$ cat src/rtl/serial_subtractor_pkg.sv
// Shared types and helpers for the digit-serial subtractor.
// State encoding, counter sizing and the 1-bit full-subtract cell live here.
package serial_subtractor_pkg;

    typedef enum logic [1:0] {
        ST_IDLE = 2'd0,
        ST_RUN  = 2'd1,
        ST_DONE = 2'd2
    } state_t;

    // Digit counter width: clog2(WIDTH/DIGIT), never narrower than one bit.
    function automatic int cnt_width(input int width, input int digit);
        int w;
        w = $clog2(width / digit);
        return (w < 32'sd1) ? 32'sd1 : w;
    endfunction

    // One full-subtract cell, returns {borrow_out, diff}.
    function automatic logic [1:0] fs_cell(input logic a, input logic b, input logic bin);
        return {((~a) & b) | ((~(a ^ b)) & bin), a ^ b ^ bin};
    endfunction

endpackage

$ cat src/rtl/serial_subtractor_sub_digit.sv
// Combinational DIGIT-bit ripple subtractor built from full-subtract cells.
module sub_digit
    import serial_subtractor_pkg::*;
#(
    parameter int DIGIT = 1
) (
    input  logic [DIGIT-1:0] a,
    input  logic [DIGIT-1:0] b,
    input  logic             bin,
    output logic [DIGIT-1:0] d,
    output logic             bout
);

    logic       br_s;
    logic [1:0] cell_s;

    // Ripple the borrow from the LSB cell up through the digit.
    always_comb begin
        br_s   = bin;
        cell_s = 2'b00;
        d      = {DIGIT{1'b0}};
        for (int i = 0; i < DIGIT; i++) begin
            cell_s = fs_cell(a[i], b[i], br_s);
            d[i]   = cell_s[0];
            br_s   = cell_s[1];
        end
        bout = br_s;
    end

endmodule

$ cat src/rtl/serial_subtractor.sv
// Digit-serial subtractor: diff = a - b - borrow_in, DIGIT bits per clock, LSB first.
// Optional macro SERIAL_SUB_OVF_EN adds a two's-complement overflow_out flag.
module serial_subtractor
    import serial_subtractor_pkg::*;
#(
    parameter int WIDTH = 8,
    parameter int DIGIT = 1
) (
    input  logic             clk_in,
    input  logic             rst_in,
    input  logic             start_in,
    input  logic [WIDTH-1:0] a_in,
    input  logic [WIDTH-1:0] b_in,
    input  logic             borrow_in,
    output logic             ready_out,
    output logic             busy_out,
    output logic             done_out,
    output logic [WIDTH-1:0] diff_out,
    output logic             borrow_out
`ifdef SERIAL_SUB_OVF_EN
   ,output logic             overflow_out
`endif
);

    localparam int CW = cnt_width(WIDTH, DIGIT);
    localparam logic [CW-1:0] LAST_CNT = CW'(WIDTH / DIGIT - 1);

    generate
        if ((WIDTH < 2) || ((WIDTH % DIGIT) != 0)) begin : g_bad_cfg
            $error("serial_subtractor: WIDTH must be >= 2 and divisible by DIGIT");
        end
    endgenerate

    state_t           state_r, state_nxt_s;
    logic             accept_s, last_s;
    logic [WIDTH-1:0] a_r, b_r, res_r, res_nxt_s;
    logic             borrow_r;
    logic [CW-1:0]    cnt_r;
    logic [DIGIT-1:0] dig_d_s;
    logic             dig_bout_s;
    logic             ready_r, busy_r, done_r, borrow_out_r;
    logic [WIDTH-1:0] diff_r;

    sub_digit #(.DIGIT(DIGIT)) u_sub_digit (
        .a    (a_r[DIGIT-1:0]),
        .b    (b_r[DIGIT-1:0]),
        .bin  (borrow_r),
        .d    (dig_d_s),
        .bout (dig_bout_s)
    );

    // New difference bits enter at the MSB end of the result register.
    generate
        if (DIGIT == WIDTH) begin : g_res_full
            assign res_nxt_s = dig_d_s;
        end else begin : g_res_shift
            assign res_nxt_s = {dig_d_s, res_r[WIDTH-1:DIGIT]};
        end
    endgenerate

    // Next-state decode; start is only honoured while not running.
    always_comb begin
        state_nxt_s = state_r;
        accept_s    = 1'b0;
        last_s      = 1'b0;
        case (state_r)
            ST_IDLE, ST_DONE: begin
                if (start_in) begin
                    state_nxt_s = ST_RUN;
                    accept_s    = 1'b1;
                end else begin
                    state_nxt_s = ST_IDLE;
                end
            end
            ST_RUN: begin
                if (cnt_r == LAST_CNT) begin
                    state_nxt_s = ST_DONE;
                    last_s      = 1'b1;
                end else begin
                    state_nxt_s = ST_RUN;
                end
            end
            default: state_nxt_s = ST_IDLE;
        endcase
    end

    // State register with registered handshake flags.
    always_ff @(posedge clk_in) begin
        if (rst_in) begin
            state_r <= ST_IDLE;
            ready_r <= 1'b1;
            busy_r  <= 1'b0;
        end else begin
            state_r <= state_nxt_s;
            ready_r <= (state_nxt_s != ST_RUN);
            busy_r  <= (state_nxt_s == ST_RUN);
        end
    end

    // Operand/result shift registers and digit counter.
    always_ff @(posedge clk_in) begin
        if (rst_in) begin
            a_r      <= {WIDTH{1'b0}};
            b_r      <= {WIDTH{1'b0}};
            res_r    <= {WIDTH{1'b0}};
            borrow_r <= 1'b0;
            cnt_r    <= {CW{1'b0}};
        end else if (accept_s) begin
            a_r      <= a_in;
            b_r      <= b_in;
            res_r    <= {WIDTH{1'b0}};
            borrow_r <= borrow_in;
            cnt_r    <= {CW{1'b0}};
        end else if (state_r == ST_RUN) begin
            a_r      <= a_r >> DIGIT;
            b_r      <= b_r >> DIGIT;
            res_r    <= res_nxt_s;
            borrow_r <= dig_bout_s;
            cnt_r    <= cnt_r + CW'(1);
        end
    end

    // Result outputs load only on the final digit and are held otherwise.
    always_ff @(posedge clk_in) begin
        if (rst_in) begin
            done_r       <= 1'b0;
            diff_r       <= {WIDTH{1'b0}};
            borrow_out_r <= 1'b0;
        end else begin
            done_r <= last_s;
            if (last_s) begin
                diff_r       <= res_nxt_s;
                borrow_out_r <= dig_bout_s;
            end
        end
    end

`ifdef SERIAL_SUB_OVF_EN
    logic sign_a_r, sign_b_r, ovf_r;

    // Operand signs are kept because the shift registers lose them.
    always_ff @(posedge clk_in) begin
        if (rst_in) begin
            sign_a_r <= 1'b0;
            sign_b_r <= 1'b0;
            ovf_r    <= 1'b0;
        end else begin
            if (accept_s) begin
                sign_a_r <= a_in[WIDTH-1];
                sign_b_r <= b_in[WIDTH-1];
            end
            if (last_s) begin
                ovf_r <= (sign_a_r != sign_b_r) && (res_nxt_s[WIDTH-1] != sign_a_r);
            end
        end
    end

    assign overflow_out = ovf_r;
`endif

    assign ready_out  = ready_r;
    assign busy_out   = busy_r;
    assign done_out   = done_r;
    assign diff_out   = diff_r;
    assign borrow_out = borrow_out_r;

endmodule

$ cat config.mk
export PLATFORM = sky130hd
export DESIGN_NAME = serial_subtractor
export DESIGN_NICKNAME = d
export VERILOG_FILES = /design/src/rtl/serial_subtractor_pkg.sv /design/src/rtl/serial_subtractor_sub_digit.sv /design/src/rtl/serial_subtractor.sv
export SDC_FILE = /design/constraint.sdc
export NUM_CORES = 1
export LEC_CHECK = 0
export CAP_MARGIN = 40
export CELL_PAD_IN_SITES_DETAIL_PLACEMENT = 0
export CELL_PAD_IN_SITES_GLOBAL_PLACEMENT = 2
export CORE_MARGIN = 10
export CORE_UTILIZATION = 24
export CTS_BUF_LIST = sky130_fd_sc_hd__clkbuf_8
export CTS_CLUSTER_SIZE = 12
export DETAILED_ROUTE_END_ITERATION = 10
export PLACE_DENSITY = 0.68
export SLEW_MARGIN = 30
export SYNTH_ARGS = -nofsm -noshare
export SYNTH_HDL_FRONTEND = slang
export SYNTH_HIERARCHICAL = 1
export SYNTH_SLANG_ARGS = --single-unit
$ cat constraint.sdc
create_clock -name clk_in -period 1.4 [get_ports clk_in]
set_input_delay 0.14 -clock clk_in [delete_from_list [all_inputs] [get_ports clk_in]]
set_output_delay 0.14 -clock clk_in [all_outputs]
set_load 0.03 [all_outputs]
# Word level (Yosys, flattened, before mapping)
# Index checks and enable logic that the tools add are counted.
# Widths: inputs -> output; s select.
# word_totals
ff_bits,42
latchBits,0
ram_bits,0
rom_bits,0
input_bits,20
wordCells,41
memories,0
# classes
n_addsub,1
n_mul,0
n_div,0
order_cmp,0
eq_ne,5
n_shift,0
muxes,13
bitwise_logic,7
n_reduce_logical,4
# ops
operator,n
$mux 8,4
$mux 1,7
$eq 2x1->1 const B,2
$pmux 2 s2,1
$reduce_or 2->1,2
$add 3x1->3 const B,1
$eq 3x3->1 const B,1
$and 1x1->1,2
$eq 2x2->1 const B,1
$logic_not 2->1,1
$mux 2,1
$ne 2x1->1 const B,1
$not 1->1,2
$reduce_bool 2->1,1
$xor 1x1->1,2
$or 1x1->1,1

# Logic depth before layout (Yosys ltp)
# depth
ltp_word,6
mapped_depth,6
depth_no_buf,5

# Hierarchy
# Netlist, hierarchy kept.
# by_module_without_submodules
mod,instances,cells_per_inst,area_each_um2,seq_area_each_um2
serial_subtractor,1,181,1600.3,820.8
sub_digit,1,4,31.3,0.0

# Least setup slack after synthesis
# OpenSTA, ideal clock, no wires.
# synth_path
kind,register to register
startpoint,register cnt_r[0]
endpoint,register borrow_out_r (netlist: borrow_out)
setup_time_ns,0.071
t_arrival_ns,1.226
required_time_ns,1.329
slack_ns,0.103
stages_incl_launch_ff,7
path_buffers,1
period_less_slack_ns,1.297
cell_sequence,dfxtp_1 -> ha_1 -> ha_1 -> nand3b_1 -> clkbuf_1 -> nand2_1 -> a21oi_1
# synth_between
elab_chain_cells,3
# synth_rtl
item,line_no,rtl
from (decl),serial_subtractor.sv:38,logic [CW-1:0] cnt_r;
from (signal assigned),serial_subtractor.sv:107,cnt_r <= {CW{1'b0}};
from (signal assigned),serial_subtractor.sv:113,cnt_r <= {CW{1'b0}};
from (signal assigned),serial_subtractor.sv:119,cnt_r <= cnt_r + CW'(1);
$eq 3x3->1,serial_subtractor.sv:76,if (cnt_r == LAST_CNT) begin
$mux 1,serial_subtractor.sv:76,
$mux 1,serial_subtractor.sv:66,case (state_r)
to (signal assigned),serial_subtractor.sv:133,borrow_out_r <= dig_bout_s;
to (decl),serial_subtractor.sv:41,"logic ready_r, busy_r, done_r, borrow_out_r;"
# Every way passes these cells.
# A chain may end at the register's enable or synchronous reset.

# Final worst setup path
# layout_path
startpoint,register cnt_r[0]
endpoint,register diff_r[6] (netlist: diff_out[6])
# layout_between
elab_chain_cells,3
# layout_rtl
item,line_no,rtl
$eq 3x3->1,serial_subtractor.sv:76,
$mux 1,serial_subtractor.sv:76,
$mux 1,serial_subtractor.sv:66,
to (signal assigned),serial_subtractor.sv:127,diff_r <= {WIDTH{1'b0}};
to (signal assigned),serial_subtractor.sv:132,diff_r <= res_nxt_s;
to (decl),serial_subtractor.sv:42,logic [WIDTH-1:0] diff_r;
# Every way passes these cells.

==> results.md <==
- Status: finished, final reports clean
- Final Skew: 5.17 ps
- Number of flops mapped to enable cells by yosys: 0
- Clk buf depth: 2
- Leak pwr: 0.000836 uW
- Area contributors post-synth: dfxtp_1 50%, nand2_1 8.5%, a21oi_1 6.4%, nor3_1 4.9%, nand3_1 3.7%
- Total of max-cap violations: 0
- Max Fclk: 760 MHz
- Worst r2r src: cnt_r[0]
- Total number of yosys warnings: 6
- DRC Markers: 0
- Worst hold start: a_in[6]
- Mean Syn Cell Area: 8.82 sq um
- Core box area: 6460 sq um
- CP Class: reg2reg
- Ys async rst share: 0
- Routed vias: 1350
- Worst Reg2Reg Path Length in Cells: 7
- Layout area overhead: 34.5%
- Comb pwr share: 0.147
- Total GRT Usage: 0.0804
- Number of port buffers: 31
- Min-Delay Path Depth: 3
- Initial DRC Count: 58
- Final cycle utilization of the critical path: 0.940
- Worst skew pair latency: 290 ps
- Worst Tran Pin Value: 319 ps
- Num CTS Buffers: 5
- Yosys reg bits: 41
- Hold_ws: 444 ps
- # diodes: 0
- DP HPWL: 2750 microns
- Flop pwr share: 0.527
- Nets: 244
- Worst hold endpoint: a_r[6]
- Vias in the first global route: 1347
- Register area share after synthesis: 0.503
- Syn Inst Count: 185
- Initial Utilization: 0.253
- DR WL/cell: 13.4 microns
- Root Driver: clkbuf_8
- R2R setup slack: 80 ps
- 1st-pass router iterations: 4
- Final setup fails: 0
- Most used flip-flop cell after synthesis: dfxtp_1
- CTS tree: done
- Syn Std Cell Area: 1630 sq um
- Switching Fraction: 0.250
- Top sig layer: met4
- Maximum VDD drop: 360 uV
- Synth top cells by count: 41 x dfxtp_1, 37 x nand2_1, 21 x a21oi_1, 16 x nor3_1, 12 x nand3_1
- WP data arrival: 1540 ps
- Clock Sink Count: 41
- Unrepaired setup endpoints after global routing: false
- Net Sw Power: 592 uW
- Initial antenna violation count: 0
- Post-synthesis cell type count: 27
- Placer Congestion: 0.730
- WL met3: 196 microns
- Via density: 4.53
- Clk slew on worst S/H paths: 80 ps
- Area fraction of the dominant cell type after synthesis: 0.503
- Share of cells above drive strength 1: 0.118
- # rows: 29
- Setup Total Neg Slack: 0 ps
- M1 WL: 1900 microns
- Critical path startpoint category: flip-flop
- DRT Wirelength: 3990 microns
- Slew headroom: 0.785
- Hold crit path type: in2reg
- Die W: 102 microns
- Final Hold Vio Count: 0
- Reg2reg end: diff_out[6]
- Crit path capture type: flip-flop
- Die Y: 102 microns
- DR WL met2: 1810 microns
- Syn_nets: 208
- H-tree levels: 2
- CP required: 1630 ps
- Ports: 32
- First-pass GRT wire length: 6670 microns
- CTS Hold Bufs: 0
- Die Area: 10500 sq um
- GRT overflow: 0
- Remaining antenna violation count: 0
- Critical Path Fanout Max: 4
- Clock power share: 0.326
- Synth area leader: dfxtp_1
- Pwr Density: 1080 nW/um^2
- Min Clock Period, post-route: 1320 ps
- Slew Viols, Final: 0
- Count leader, synth: dfxtp_1
- Largest net degree at the start of global routing: 20
- Layout filler cell count: 709
- Pint: 1780 uW
[stage by stage]
stage               setup slack (ps)  utilization  cell area [sq um]  cells  total power [uW]
global placement                70.3        0.321               2070    288              1640
floorplan                        103            -               1630    185              1500
finish                          83.5        0.340               2190    298              2370
detailed placement              46.2        0.321               2070    288              1640
global route                    3.39        0.340               2190    298              2500
CTS                             39.2        0.332               2140    295              2420
[cell usage in the layout, fill, tap and decap left out]
master,n
a311oi_1,5
nor2_1,8
ha_2,1
mux2i_1,2
and2b_1,2
buf_6,1
nand3_1,12
nor2b_1,2
buf_12,6
o21ai_0,1
o22ai_1,7
a21oi_1,20
buf_4,6
nand2b_1,3
dfxtp_1,40
a22oi_1,1
clkbuf_16,1
nor3_1,16
a21oi_2,1
ha_1,1
dlygate4sd2_1,12
inv_1,4
clkbuf_8,6
nand3b_1,1
xnor2_1,1
clkdlybuf4s50_1,19
nand2b_2,1
nand2_1,37
a22oi_2,2
fa_1,1
dfxtp_2,1
[state kept, by name, summed over array words and instances (netlist names)]
signal      flops
done_out        1
ready_out       1
a_r             8
state_r         2
borrow_out      1
cnt_r           3
diff_out        8
busy_out        1
res_r           7
b_r             8
borrow_r        1
[critical path, stage by stage (launching register included)]
cell	delay, ps
dfxtp_2	330
ha_1	200
ha_2	190
nand3b_1	100
buf_6	130
clkbuf_16	130
nand2_1	40
a21oi_1	130
[area by class of cell]
class                      count  area (sq um)  share of cell area
tap                           77          96.3              0.0439
clock buffer                   6          82.6              0.0376
sequential                    41           822               0.375
multi-input combinational    125           682               0.311
timing repair buffer          45           497               0.226
inverter                       3          11.3             0.00513
clock inverter                 1          3.75             0.00171
[power by group through the flow]
stage               registers, uW  logic (uW)  clock network [uW]
global route                 1260         388                 855
detailed placement           1280         358                   0
global placement             1280         359                   0
floorplan                    1280         216                   0
CTS                          1250         357                 810
finish                       1250         349                 775
[how the worst max path moves through the flow]
stage                         from     endpoint  slack (ps)  depth (start not counted)
after floorplan           cnt_r[0]   borrow_out         100                          6
after global placement    start_in       b_r[6]          70                          5
after detailed placement  start_in       b_r[7]          50                          5
after CTS                 cnt_r[0]  diff_out[1]          40                          6
after global routing      cnt_r[0]  diff_out[3]           3                          7
final                     cnt_r[0]  diff_out[6]          80                          7
[logic make-up after synthesis]
| logic type | Yosys count | synth area share |
|---|---|---|
| AND/OR/NAND/NOR | 82 | 0.228 |
| flip-flops | 41 | 0.503 |
| AO/OA/AOI/OAI | 37 | 0.141 |
| buffers and inverters | 19 | 0.0828 |
| adder cells (fa/ha/maj) | 3 | 0.0276 |
| multiplexers | 2 | 0.0123 |
| XOR/XNOR | 1 | 0.00537 |
[repair_timing]
action | in CTS | in global routing
gates cloned | 0 | 1
resized for setup | 12 | 4
buffers inserted | 0 | 2
pin swaps | 0 | 1
setup endpoints to repair | 12 | 8
[per-layer routing]
metal / vias to the layer above / global-route usage
met5: - / 0
met4: 0 / 0.0423
met3: 6 / 0.0277
met2: 17 / 0.118
met1: 620 / 0.101
li1: 707 / -
Note: power is estimated with default switching activity, not from simulation.
==> edit (same settings) <==
The option `SERIAL_SUB_OVF_EN` is turned on by a define.
--- a/src/rtl/serial_subtractor.sv
+++ b/src/rtl/serial_subtractor.sv
@@ -1,4 +1,6 @@
 // Digit-serial subtractor: diff = a - b - borrow_in, DIGIT bits per clock, LSB first.
 // Optional macro SERIAL_SUB_OVF_EN adds a two's-complement overflow_out flag.
+`define SERIAL_SUB_OVF_EN
+
 module serial_subtractor
     import serial_subtractor_pkg::*;
Function (old outputs only; new: overflow_out): kept (equiv_simple and equiv_induct, registers matched by name and starting in step).
==> edit against the original RTL <==
Wire length is 8.5% higher; worst setup slack worse by 48 ps; sequential cell count is 3 higher; sequential power is 8% higher; total power is 6.3% higher; cell area is 5.8% higher; synthesized area is 7.3% higher; clock skew is 3.2 ps higher; critical endpoint is now overflow_out$_SDFFE_PP0P_; largest cell class unchanged.
==> edit: results (changes against the original RTL) <==
outcome finished, final reports clean; cell count of the worst reg-to-reg path 5 (-2); antenna diode instance count 0 (unchanged); synthesized-area fraction occupied by ao, oa, aoi and oai cells 0.141 (-0.000289); kind of critical path reg -> reg; clock root buffer master sky130_fd_sc_hd__clkbuf_8; critical register-to-register path endpoint overflow_out$_SDFFE_PP0P_; transition time at the pin with the least slew margin 317 ps (-2.19 ps); sequential-to-total area share from yosys stat 0.503 (about the same); RD Place Congestion 0.666 (-8.9%); number of antenna violations at the first check in global routing 0 (unchanged); Yosys warning count 6 (unchanged); proportion of layout cells with a drive suffix above 1 0.140 (+0.0228); number of placed instances with taps included 326 (+13%); most frequent cells after synthesis sky130_fd_sc_hd__dfxtp_1, sky130_fd_sc_hd__nand2_1, sky130_fd_sc_hd__a21oi_1; Syn Nets 223 (+7.2%); DP Area 2220 µm² (+7.4%); insertion delay of the later-clocked pin in the worst-skew pair 300 ps; dominant delay contributor by cell family on the critical path adder cells; post-DP HPWL 2890 µm (+4.9%); critical path startpoint b_r[0]$_SDFFE_PP0P_; average vias per placed instance 4.31 (-4.8%); final-layout fill cell count 769 (+8.5%); r2r setup slk 40 ps (-50 ps); slowest cell on the critical path sky130_fd_sc_hd__fa_2; Post-synth ARST share 0 (unchanged); number of design-rule violations left by the first detailed-router iteration 53 (-8.6%); largest net degree at the start of global routing 25 (+25%); total vias in the final route 1440 (+6.7%); nets@finish 258 (+5.7%); worst endpoint data arrival time 1590 ps (+50 ps); count of unique library cells instantiated by Yosys 29 (+7.4%); Port Buffer Count 32 (+3.2%); Reg clk slew, reported paths 90 ps; number of buffers created by CTS 5 (unchanged); average instance area after synthesis 8.75 µm² (-0.76%); CP max stage delay 580 ps (+250 ps); worst-case clock buffer depth 2 (unchanged); XOR/XNOR Fraction of Synth Area 0.00500 (-0.000365); worst hold path type in -> reg; proportion of synthesized area in mux cells 0.00572 (-0.00655); pre-CTS setup slack -0.110 ps (-46.3 ps); overall global routing resource usage 0.0784 (-0.00196); Max FO, Critical Path 4 (unchanged); final critical delay including setup and external delays 1360 ps (+47.7 ps); IR Drop Worst-Case VDD 332 µV (-7.7%); count of H-tree levels built during CTS 2 (unchanged); Worst Hold Margin 447 ps (+2.47 ps); static power due to leakage 0.879 nW (+5.1%); fraction of the mapped netlist area in adder cells 0.0257 (-0.00187); Worst Clk Skew 8.36 ps (+3.19 ps); leading cell types by total area after synthesis sky130_fd_sc_hd__dfxtp_1, sky130_fd_sc_hd__nand2_1, sky130_fd_sc_hd__a21oi_1; wire length of the first global-routing pass 7270 µm (+9.0%); average wire length per cell after detail routing 13.0 µm (-3.2%); TritonRoute pass-1 iters 4 (unchanged); number of global-route vias before repair 1452 (+7.8%)
-- edit: cell types whose count changed in the layout (fill, tap and decap cells not counted), sizes merged, moves of 2 or more --
cell	unedited run	this run
a21oi	21	25
clkbuf	7	5
dfxtp	41	44
nand2	37	40
-- edit: what timing repair did --
| item | 4_1_cts | 5_1_grt |
|---|---|---|
| setup endpoints to repair | 14 | 3 |
| buffers inserted | 1 | 0 |
| gates resized for setup | 17 | 5 |
| pin swaps | 4 | 3 |
-- edit: worst min-delay path by stage --
stage                              endpoint  depth (start not counted)                     from
floorplan             sign_a_r$_SDFFE_PP0N_                          2                  a_in[7]
global placement      res_r[1]$_SDFFE_PP0P_                          2    res_r[1]$_SDFFE_PP0P_
detailed placement  borrow_out$_SDFFE_PP0P_                          2  borrow_out$_SDFFE_PP0P_
CTS                     a_r[5]$_SDFFE_PP0P_                          3                  a_in[5]
global route            b_r[6]$_SDFFE_PP0P_                          3                  b_in[6]
finish                  a_r[5]$_SDFFE_PP0P_                          3                  a_in[5]
-- edit: routing by layer --
metal | up-vias | routed length [µm] | track usage
met2 | 19 | 1980 | 0.117
met1 | 669 | 2160 | 0.104
met5 | - | 0 | 0
met4 | 0 | 42 | 0.0324
li1 | 750 | - | -
met3 | 2 | 146 | 0.0219
-- edit: report_power, final --
part	switching [W]	internal [W]	leakage, nW
combinational	0.000194	0.000200	0.478
sequential	0.0000333	0.00131	0.360
clock	0.000445	0.000339	0.0400
-- edit: area by class of cell --
class                      count  area [µm²]  area share
clock buffer                   5        68.8      0.0296
clock inverter                 2        12.5     0.00539
inverter                       3        11.3     0.00485
multi-input combinational    135         744       0.321
sequential                    44         885       0.381
tap                           99         124      0.0534
timing repair buffer          46         475       0.205
